<file path="src/rtl/mux_arb_n_to_1_if.sv">
// Channel-side and sink-side bundle of the N-to-1 registered mux.
// The slave modport is the mux itself; the master modport is the producers plus the sink.
interface mux_arb_n_to_1_if #(
   parameter int WIDTH  = 4,
   parameter int NUM_CH = 4,
   parameter int SEL_W  = 2
);
   logic [NUM_CH*WIDTH-1:0] in_data;
   logic [NUM_CH-1:0]       in_valid;
   logic [NUM_CH-1:0]       in_ready;
   logic [WIDTH-1:0]        Y;
   logic                    out_valid;
   logic                    out_ready;
   logic [SEL_W-1:0]        grant;

   modport master (
      output in_data, in_valid, out_ready,
      input  in_ready, Y, out_valid, grant
   );

   modport slave (
      input  in_data, in_valid, out_ready,
      output in_ready, Y, out_valid, grant
   );
endinterface

</file>
<file path="src/rtl/mux_arb_n_to_1.sv">
// Registered N-to-1 mux with direct-select or round-robin pick; 1 cycle input-to-output latency.
// Backpressure: when the output word is held (out_ready=0), every in_ready is 0.
module mux_arb_n_to_1 #(
   parameter int WIDTH  = 4,
   parameter int NUM_CH = 4,
   parameter int SEL_W  = 2
) (
   input  logic             clk,
   input  logic             rst_n,
   input  logic             mode,
   input  logic [SEL_W-1:0] S,
   mux_arb_n_to_1_if.slave  bus
);

   typedef enum logic {EMPTY = 1'b0, FULL = 1'b1} state_t;

   state_t           state_q, state_d;
   logic [WIDTH-1:0] y_q, y_d;
   logic [SEL_W-1:0] grant_q, grant_d;
   logic [SEL_W-1:0] ptr_q, ptr_d;

   logic              load_en;
   logic              pick;
   logic              xfer;
   logic [SEL_W-1:0]  sel;
   logic [SEL_W:0]    idx;
   logic              idx_vld;
   logic [NUM_CH-1:0] in_ready;

   assign load_en = (state_q == EMPTY) || bus.out_ready;
   assign xfer    = load_en && pick;

   // Round-robin walks offsets from high to low so the nearest valid channel after ptr wins.
   always_comb begin
      pick    = 1'b0;
      sel     = '0;
      idx     = '0;
      idx_vld = 1'b0;
      if (!mode) begin
         for (int k = 0; k < NUM_CH; k++) begin
            if (S == SEL_W'(k) && bus.in_valid[k]) begin
               pick = 1'b1;
               sel  = SEL_W'(k);
            end
         end
      end else begin
         for (int i = NUM_CH - 1; i >= 0; i--) begin
            idx = {1'b0, ptr_q} + (SEL_W+1)'(i);
            if (idx >= (SEL_W+1)'(NUM_CH)) begin
               idx = idx - (SEL_W+1)'(NUM_CH);
            end
            idx_vld = 1'b0;
            for (int k = 0; k < NUM_CH; k++) begin
               if (idx == (SEL_W+1)'(k)) begin
                  idx_vld = bus.in_valid[k];
               end
            end
            if (idx_vld) begin
               pick = 1'b1;
               sel  = idx[SEL_W-1:0];
            end
         end
      end
   end

   always_comb begin
      in_ready = '0;
      for (int k = 0; k < NUM_CH; k++) begin
         if (rst_n && xfer && sel == SEL_W'(k)) begin
            in_ready[k] = 1'b1;
         end
      end
   end

   // State register
   always_ff @(posedge clk or negedge rst_n) begin
      if (!rst_n) begin
         state_q <= EMPTY;
         y_q     <= '0;
         grant_q <= '0;
         ptr_q   <= '0;
      end else begin
         state_q <= state_d;
         y_q     <= y_d;
         grant_q <= grant_d;
         ptr_q   <= ptr_d;
      end
   end

   // Next state
   always_comb begin
      state_d = state_q;
      if (xfer) begin
         state_d = FULL;
      end else if (load_en) begin
         state_d = EMPTY;
      end
   end

   // Datapath next values; ptr only advances on round-robin transfers.
   always_comb begin
      y_d     = y_q;
      grant_d = grant_q;
      ptr_d   = ptr_q;
      if (xfer) begin
         for (int k = 0; k < NUM_CH; k++) begin
            if (sel == SEL_W'(k)) begin
               y_d = bus.in_data[k*WIDTH +: WIDTH];
            end
         end
         grant_d = sel;
         if (mode) begin
            ptr_d = (sel == SEL_W'(NUM_CH - 1)) ? '0 : sel + SEL_W'(1);
         end
      end
   end

   // Outputs
   always_comb begin
      bus.out_valid = (state_q == FULL);
      bus.Y         = y_q;
      bus.grant     = grant_q;
      bus.in_ready  = in_ready;
   end

endmodule

</file>
<file path="src/flat_wrapper.sv">
// flat-port wrapper written by rule: the top's interface ports become plain ports
module mux_arb_n_to_1_flat 
#(
   parameter int WIDTH  = 4,
   parameter int NUM_CH = 4,
   parameter int SEL_W  = 2
)
  (clk, rst_n, mode, S, bus_in_data, bus_in_valid, bus_out_ready, bus_in_ready, bus_Y, bus_out_valid, bus_grant);
  mux_arb_n_to_1_if #(.WIDTH(WIDTH), .NUM_CH(NUM_CH), .SEL_W(SEL_W)) bus_i ();
  input  logic clk;
  input  logic rst_n;
  input  logic mode;
  input  logic [SEL_W-1:0] S;
  input wire logic [$bits(bus_i.in_data)-1:0] bus_in_data;
  input wire logic [$bits(bus_i.in_valid)-1:0] bus_in_valid;
  input wire logic [$bits(bus_i.out_ready)-1:0] bus_out_ready;
  output wire logic [$bits(bus_i.in_ready)-1:0] bus_in_ready;
  output wire logic [$bits(bus_i.Y)-1:0] bus_Y;
  output wire logic [$bits(bus_i.out_valid)-1:0] bus_out_valid;
  output wire logic [$bits(bus_i.grant)-1:0] bus_grant;
  assign bus_i.in_data = bus_in_data;
  assign bus_i.in_valid = bus_in_valid;
  assign bus_i.out_ready = bus_out_ready;
  assign bus_in_ready = bus_i.in_ready;
  assign bus_Y = bus_i.Y;
  assign bus_out_valid = bus_i.out_valid;
  assign bus_grant = bus_i.grant;
  mux_arb_n_to_1 #(.WIDTH(WIDTH), .NUM_CH(NUM_CH), .SEL_W(SEL_W)) u_core (.clk(clk), .rst_n(rst_n), .mode(mode), .S(S), .bus(bus_i));
endmodule
</file>
<file path="config.mk">
export PLATFORM = sky130hd
export DESIGN_NAME = mux_arb_n_to_1_flat
export DESIGN_NICKNAME = d
export VERILOG_FILES = /design/src/rtl/mux_arb_n_to_1_if.sv /design/src/rtl/mux_arb_n_to_1.sv /design/src/flat_wrapper.sv
export SDC_FILE = /design/constraint.sdc
export NUM_CORES = 1
export LEC_CHECK = 0
export CAP_MARGIN = 15
export CORE_ASPECT_RATIO = 1.5
export CORE_UTILIZATION = 44
export DETAILED_ROUTE_END_ITERATION = 10
export PLACE_DENSITY_LB_ADDON = 0.12
export SYNTH_ARGS = -nofsm -noshare
export SYNTH_HDL_FRONTEND = slang
export SYNTH_SLANG_ARGS = --single-unit
export TNS_END_PERCENT = 1
</file>
<file path="constraint.sdc">
create_clock -name clk -period 3.6 [get_ports clk]
set_input_delay 0.54 -clock clk [delete_from_list [all_inputs] [get_ports clk]]
set_output_delay 0.54 -clock clk [all_outputs]
set_load 0.005 [all_outputs]
</file>
# Yosys cells after proc, flatten, opt, wreduce, memory -nomap -nowiden
# Cells that the tools add are included.
# word_totals
input_bits	26
output_inout_bits	11
regBits	9
# op_classes
eq_ne	18
n_reduce_logical	21
n_mux	56
add_sub_neg	8
n_bitwise	1
order_cmp	4
# op_table
op	n
$mux W1	36
$eq A3 B2 Y1 const B	8
$mux W3	8
$mux W2	8
$mux W4	4
$eq A3 B1 Y1 const B	4
$logic_not A3 Y1	4
$logic_and A1 B1 Y1	10
$ge A3 B3 Y1 const B	3
$sub A3 B3 Y3 const B	3
$eq A2 B2 Y1 const B	4
$add A2 B2 Y3 const B	2
$eq A2 B1 Y1 const B	2
$logic_not A2 Y1	2
$reduce_and A2 Y1	2
$reduce_bool A4 Y1	1
$add A2 B1 Y3 const B	1
$ge A2 B3 Y1 const B	1
$sub A2 B3 Y3 const B	1
$add A2 B1 Y2 const B	1
$reduce_bool A2 Y1	1
$logic_or A1 B1 Y1	1
$not A1 Y1	1

# Logic depth before layout (Yosys ltp)
# Gate-level depths: netlist of the first run.
# logic_depth
word_depth	20
ltp_mapped	15
mapped_depth_nobuf	14

# Worst setup path after synthesis of the first run
# OpenSTA, ideal clock, no wires.
# synth_timing
path_type	flip-flop to flip-flop
from	register u_core.ptr_q[0]
to	register u_core.y_q[2] (netlist: u_core.bus.Y[2])
stages_incl_launch_ff	15
period_less_slack_ps	3064
setup_time_ps	125
n_path_buf	1
slack_ps	536
t_required_ps	3475
t_arrival_ps	2939
cell_sequence	dfrtp_1 > inv_1 > ha_1 > nand3b_1 > a211o_1 > a2bb2oi_1 > or4_1 > nand2_1 > ha_1 > clkbuf_1 > mux2i_1 > nor2_1 > a21oi_1 > o21ai_0 > mux2_4
# synth_via
elab_chain_cells	19
# synth_rtl
element	line_no	rtl
start: declaration	mux_arb_n_to_1.sv:20	logic [SEL_W-1:0] ptr_q, ptr_d;
start signal: assignment	mux_arb_n_to_1.sv:86	ptr_q <= ptr_d;
$add A2 B2 Y3	mux_arb_n_to_1.sv:48	idx = {1'b0, ptr_q} + (SEL_W+1)'(i);
$sub A3 B3 Y3 / $ge A3 B3 Y1 (equally long branches)	mux_arb_n_to_1.sv:50, mux_arb_n_to_1.sv:49	
$mux W3	mux_arb_n_to_1.sv:49	if (idx >= (SEL_W+1)'(NUM_CH)) begin
$mux W3	mux_arb_n_to_1.sv:39	if (!mode) begin
$logic_not A3 Y1	mux_arb_n_to_1.sv:54	if (idx == (SEL_W+1)'(k)) begin
$mux W1 (4 in series)	mux_arb_n_to_1.sv:54	
$mux W1	mux_arb_n_to_1.sv:39	
$mux W2 (3 in series)	mux_arb_n_to_1.sv:58	if (idx_vld) begin
$mux W2 (*)	mux_arb_n_to_1.sv:58	
$mux W2 (*)	mux_arb_n_to_1.sv:39	
named net u_core.sel[0]	mux_arb_n_to_1.sv:25	logic [SEL_W-1:0] sel;
$eq A2 B1 Y1	mux_arb_n_to_1.sv:107	if (sel == SEL_W'(k)) begin
$mux W4 (3 in series)	mux_arb_n_to_1.sv:107	
end signal: assignment	mux_arb_n_to_1.sv:84	y_q <= y_d;
end: declaration	mux_arb_n_to_1.sv:18	logic [WIDTH-1:0] y_q, y_d;
# The timed path passes the listed nets; every way through them passes the cells marked *. The select of a mux whose other input is x is not followed.
# A chain may end at the register's enable or synchronous reset.

# Final worst setup path of the first run
# layout_timing
from	register u_core.ptr_q[0]
to	output bus_in_ready[3]
# layout_lines
element	line_no	rtl
$add A2 B2 Y3	mux_arb_n_to_1.sv:48	
$sub A3 B3 Y3 / $ge A3 B3 Y1 (equally long branches)	mux_arb_n_to_1.sv:50, mux_arb_n_to_1.sv:49	
$mux W3	mux_arb_n_to_1.sv:49	
$mux W3	mux_arb_n_to_1.sv:39	
$logic_not A3 Y1	mux_arb_n_to_1.sv:54	
$mux W1 (4 in series)	mux_arb_n_to_1.sv:54	
$mux W1	mux_arb_n_to_1.sv:39	
$mux W2 (3 in series)	mux_arb_n_to_1.sv:58	
$mux W2 (*)	mux_arb_n_to_1.sv:58	
$mux W2 (*)	mux_arb_n_to_1.sv:39	
named net u_core.sel[1]	mux_arb_n_to_1.sv:25	
$eq A2 B2 Y1 (*)	mux_arb_n_to_1.sv:69	if (rst_n && xfer && sel == SEL_W'(k)) begin
$logic_and A1 B1 Y1 (*)	mux_arb_n_to_1.sv:69	
$mux W1 (*)	mux_arb_n_to_1.sv:69	
end: declaration	flat_wrapper.sv:17	output wire logic [$bits(bus_i.in_ready)-1:0] bus_in_ready;
# Marks and branches as above.

==> key figures, run 1 <==
Status
  – Status: finished, final reports clean

Worst setup path
  – Cell count of the worst reg-to-reg path: 14
  – R2R Path Start: u_core.ptr_q[0]$_DFFE_PN0P_
  – R2r endpoint: u_core.bus.Y[1]$_DFFE_PN0P_
  – Critical path class: flip-flop to output port
  – CP arrival: 2.99 ns
  – Req. time, crit path: 3.06 ns
  – Critical path capture point type: output port
  – R2r setup slk: 0.49 ns
  – CP Launch Type: flip-flop
  – Crit path max fanout: 7

Final layout
  – Fin area: 1570 um^2
  – Share of layout cells above drive strength 1: 0.259
  – Diode count: 0
  – Nets: 200
  – Final cell utilization of the core: 0.758
  – P&R area growth vs syn: 58.8%
  – Layout Cells excl Fill: 184

Power
  – Maximum vdd drop: 0.000539 V
  – PwrDens: 871 nW/um^2
  – Leak: 0.698 nW

GRT
  – Vias in the first global route: 981
  – Total gr overflow: 0
  – First-pass GRT wire length: 3930 um
  – Initial antenna violation count: 0
  – Pin count of the biggest net entering global routing: 14
  – All-layer global routing usage: 0.226

STA
  – Max_slew headroom: 0.697
  – Final setup vio count: 0
  – Setup Skew: 0.00736 ns
  – Final Hold Fails: 0
  – Slew Viols, Final: 0
  – RSZ-0062 raised after global routing: true
  – Min Tclk post-route: 3.53 ns
  – Fin crit share: 0.981
  – Fmax: 283 MHz
  – Worst Max-Slew Pin Slew: 0.448 ns

Floorplan
  – Row count: 20
  – Die Wd: 40.8 um
  – Die ar.: 2450 um^2
  – Initial core utilization: 0.477
  – Die H: 60.1 um
  – I/O pin count: 37
  – Core ar.: 2080 um^2

Placement
  – Dpl cell area: 1420 um^2
  – DP HPWL: 1970 um
  – Port bufs: 36
  – GPL Wtd Cong: 0.734
  – Placed Cells: 174

Drt
  – DRC viols: 0
  – 1st-pass router iterations: 4
  – Final ANT Viol Nets: 0
  – DR iter-0 viols: 22
  – Total number of vias: 1034
  – Wirelength, routed: 2700 um
  – Routed wire per std cell: 14.6 um
  – Vias per cell: 5.62

Yosys
  – Number of synthesized register bits: 9
  – Synth Cell Area: 991 um^2
  – Synthesized Nets: 149
  – EDFF count, synth: 0
  – Async set-or-reset flop fraction in the synthesized netlist: 1.00
  – Synth Instances: 112
  – Mapped Avg Cell Area: 8.85 um^2
  – Warnings from Yosys: 0
  – Top cell type by total area after synthesis: dfrtp_1
  – Area contributors post-synth: dfrtp_1 (23%), ha_1 (14%), mux2_4 (9.1%), nand2_1 (5.3%), mux2i_1 (5.1%)
  – Synth cell types: 35
  – Post-synth top flop: dfrtp_1
  – Seq/Total Area, Yosys: 0.227
  – Post-synth top area share: 0.227

Min path
  – Worst min path class: flip-flop to flip-flop
  – Hold endpoint: u_core.bus.Y[3]$_DFFE_PN0P_
  – Hold path startpoint: u_core.bus.Y[3]$_DFFE_PN0P_
  – Depth of the worst hold-timing path: 1

CTS
  – Inserted Clock Buffers: 3
  – Clk root buf: clkbuf_4
  – Clk slew on worst S/H paths: 0.06 ns
  – CTS H-tree lvls: 1
  – Later-pin clock latency in the skew report: 0.25 ns
  – Hold buffers post-CTS: 0
  – CTS tree: yes
  – Max clock buf depth: 2
  – Clk sink count: 9

Run
  – Maximum capacitance violations: 0
==> critical path, cell delays in order (launching register included) <==
cell,delay [ns]
dfrtp_2,0.47
ha_2,0.26
nand3b_1,0.21
a211oi_4,0.40
nand2_1,0.13
o311ai_0,0.16
o2bb2ai_2,0.21
ha_2,0.23
and3_1,0.15
clkdlybuf4s50_1,0.52
==> kinds of logic (layout without fill, tap and decap cells) <==
kind of cell,count (synthesis),in the layout,share of synthesized area
buffers and inverters,9,59,0.0417
flip-flops,9,9,0.227
AND/OR/NAND/NOR,40,40,0.208
adder cells (fa/ha/maj),11,11,0.139
AO/OA/AOI/OAI,29,29,0.208
multiplexers,14,14,0.176
==> area by class of cell <==
type,count,area [um^2]
well taps,22,27.5
flip-flops and latches,9,228
repair buffers,50,472
fillers,152,503
multi-input cells,94,800
clock buffers,4,26.3
inverters,5,21.3
==> sequential cells by signal, summed over array words and instances (netlist names) <==
register,flops
u_core.ptr_q,2
u_core.bus.out_valid,1
u_core.bus.grant,2
u_core.bus.Y,4
==> how the worst max path moves through the flow <==
stage / depth (start not counted) / slack (ns) / to / from
5_1_grt: 9 / -0.05 / bus_in_ready[3] / u_core.ptr_q[1]$_DFFE_PN0P_
4_1_cts: 10 / 0.0005 / bus_in_ready[3] / u_core.ptr_q[0]$_DFFE_PN0P_
3_3_place_gp: 10 / 0.02 / bus_in_ready[2] / bus_in_valid[0]
6_report: 9 / 0.07 / bus_in_ready[3] / u_core.ptr_q[0]$_DFFE_PN0P_
2_1_floorplan: 14 / 0.54 / u_core.bus.Y[2]$_DFFE_PN0P_ / u_core.ptr_q[0]$_DFFE_PN0P_
3_5_place_dp: 10 / -0.005 / bus_in_ready[2] / bus_in_valid[0]
==> stage by stage <==
| stage | power (mW) | setup slack, ns | hold slack, ns | TNS [ns] |
|---|---|---|---|---|
| after global placement | 1.09 | 0.0218 | 0.496 | 0 |
| after detailed placement | 1.12 | -0.00487 | 0.493 | -0.00487 |
| after floorplan | 0.799 | 0.536 | 0.244 | 0 |
| after global routing | 1.47 | -0.0482 | 0.533 | -0.0940 |
| final | 1.37 | 0.0691 | 0.514 | 0 |
| after CTS | 1.24 | 0.000504 | 0.520 | 0 |
==> layout by cell type, fill, tap and decap left out, types with 3 or more instances in the layout <==
master           count
and3_1               6
nor2_1               5
dlymetal6s2s_1       3
clkdlybuf4s50_1     32
mux2i_1              5
nor2b_1              5
ha_4                 3
inv_1                3
mux2_4               6
a21oi_1              6
clkbuf_4             3
nand3b_1             3
nand2_1             13
buf_4               14
dfrtp_1              7
mux2_2               3
o21ai_0              8
ha_1                 6
==> per-layer routing <==
layer / track usage / share of wire / vias up
met4: 0.0905 / 0.018 / 0
met1: 0.200 / 0.36 / 477
met5: 0 / 0 / -
li1: - / - / 504
met3: 0.0409 / 0.053 / 8
met2: 0.449 / 0.57 / 45
==> cell usage after synthesis, types with 2 or more instances <==
cell type  number
a211oi_1        2
a21oi_1         6
and3_1          6
clkbuf_1        2
dfrtp_1         9
ha_1           11
inv_1           5
mux2_2          3
mux2_4          6
mux2i_1         5
nand2_1        14
nand3b_1        3
nor2_1          5
nor2b_1         5
nor3_1          2
nor3b_1         2
o21ai_0         8
==> where the power goes <==
group          total (mW)  switching (mW)  leakage, nW  internal, mW
Sequential          0.206          0.0506        0.104         0.155
Combinational        1.09           0.509        0.579         0.580
Clock              0.0757          0.0331       0.0150        0.0426
==> repair_timing <==
item,in CTS,in global routing
gates resized for setup,8,15
buffers inserted,2,4
endpoints found under the setup margin,4,4
pin swaps,1,5
gates cloned,0,0
No activity file was read; power rests on OpenSTA's default activity.
==> run 2, diff against run 1 <==
CTS_CLUSTER_SIZE = 25   (was not set)
==> results of run 2 <==
No change in the layout: final DEF, timing and power equal those of run 1.
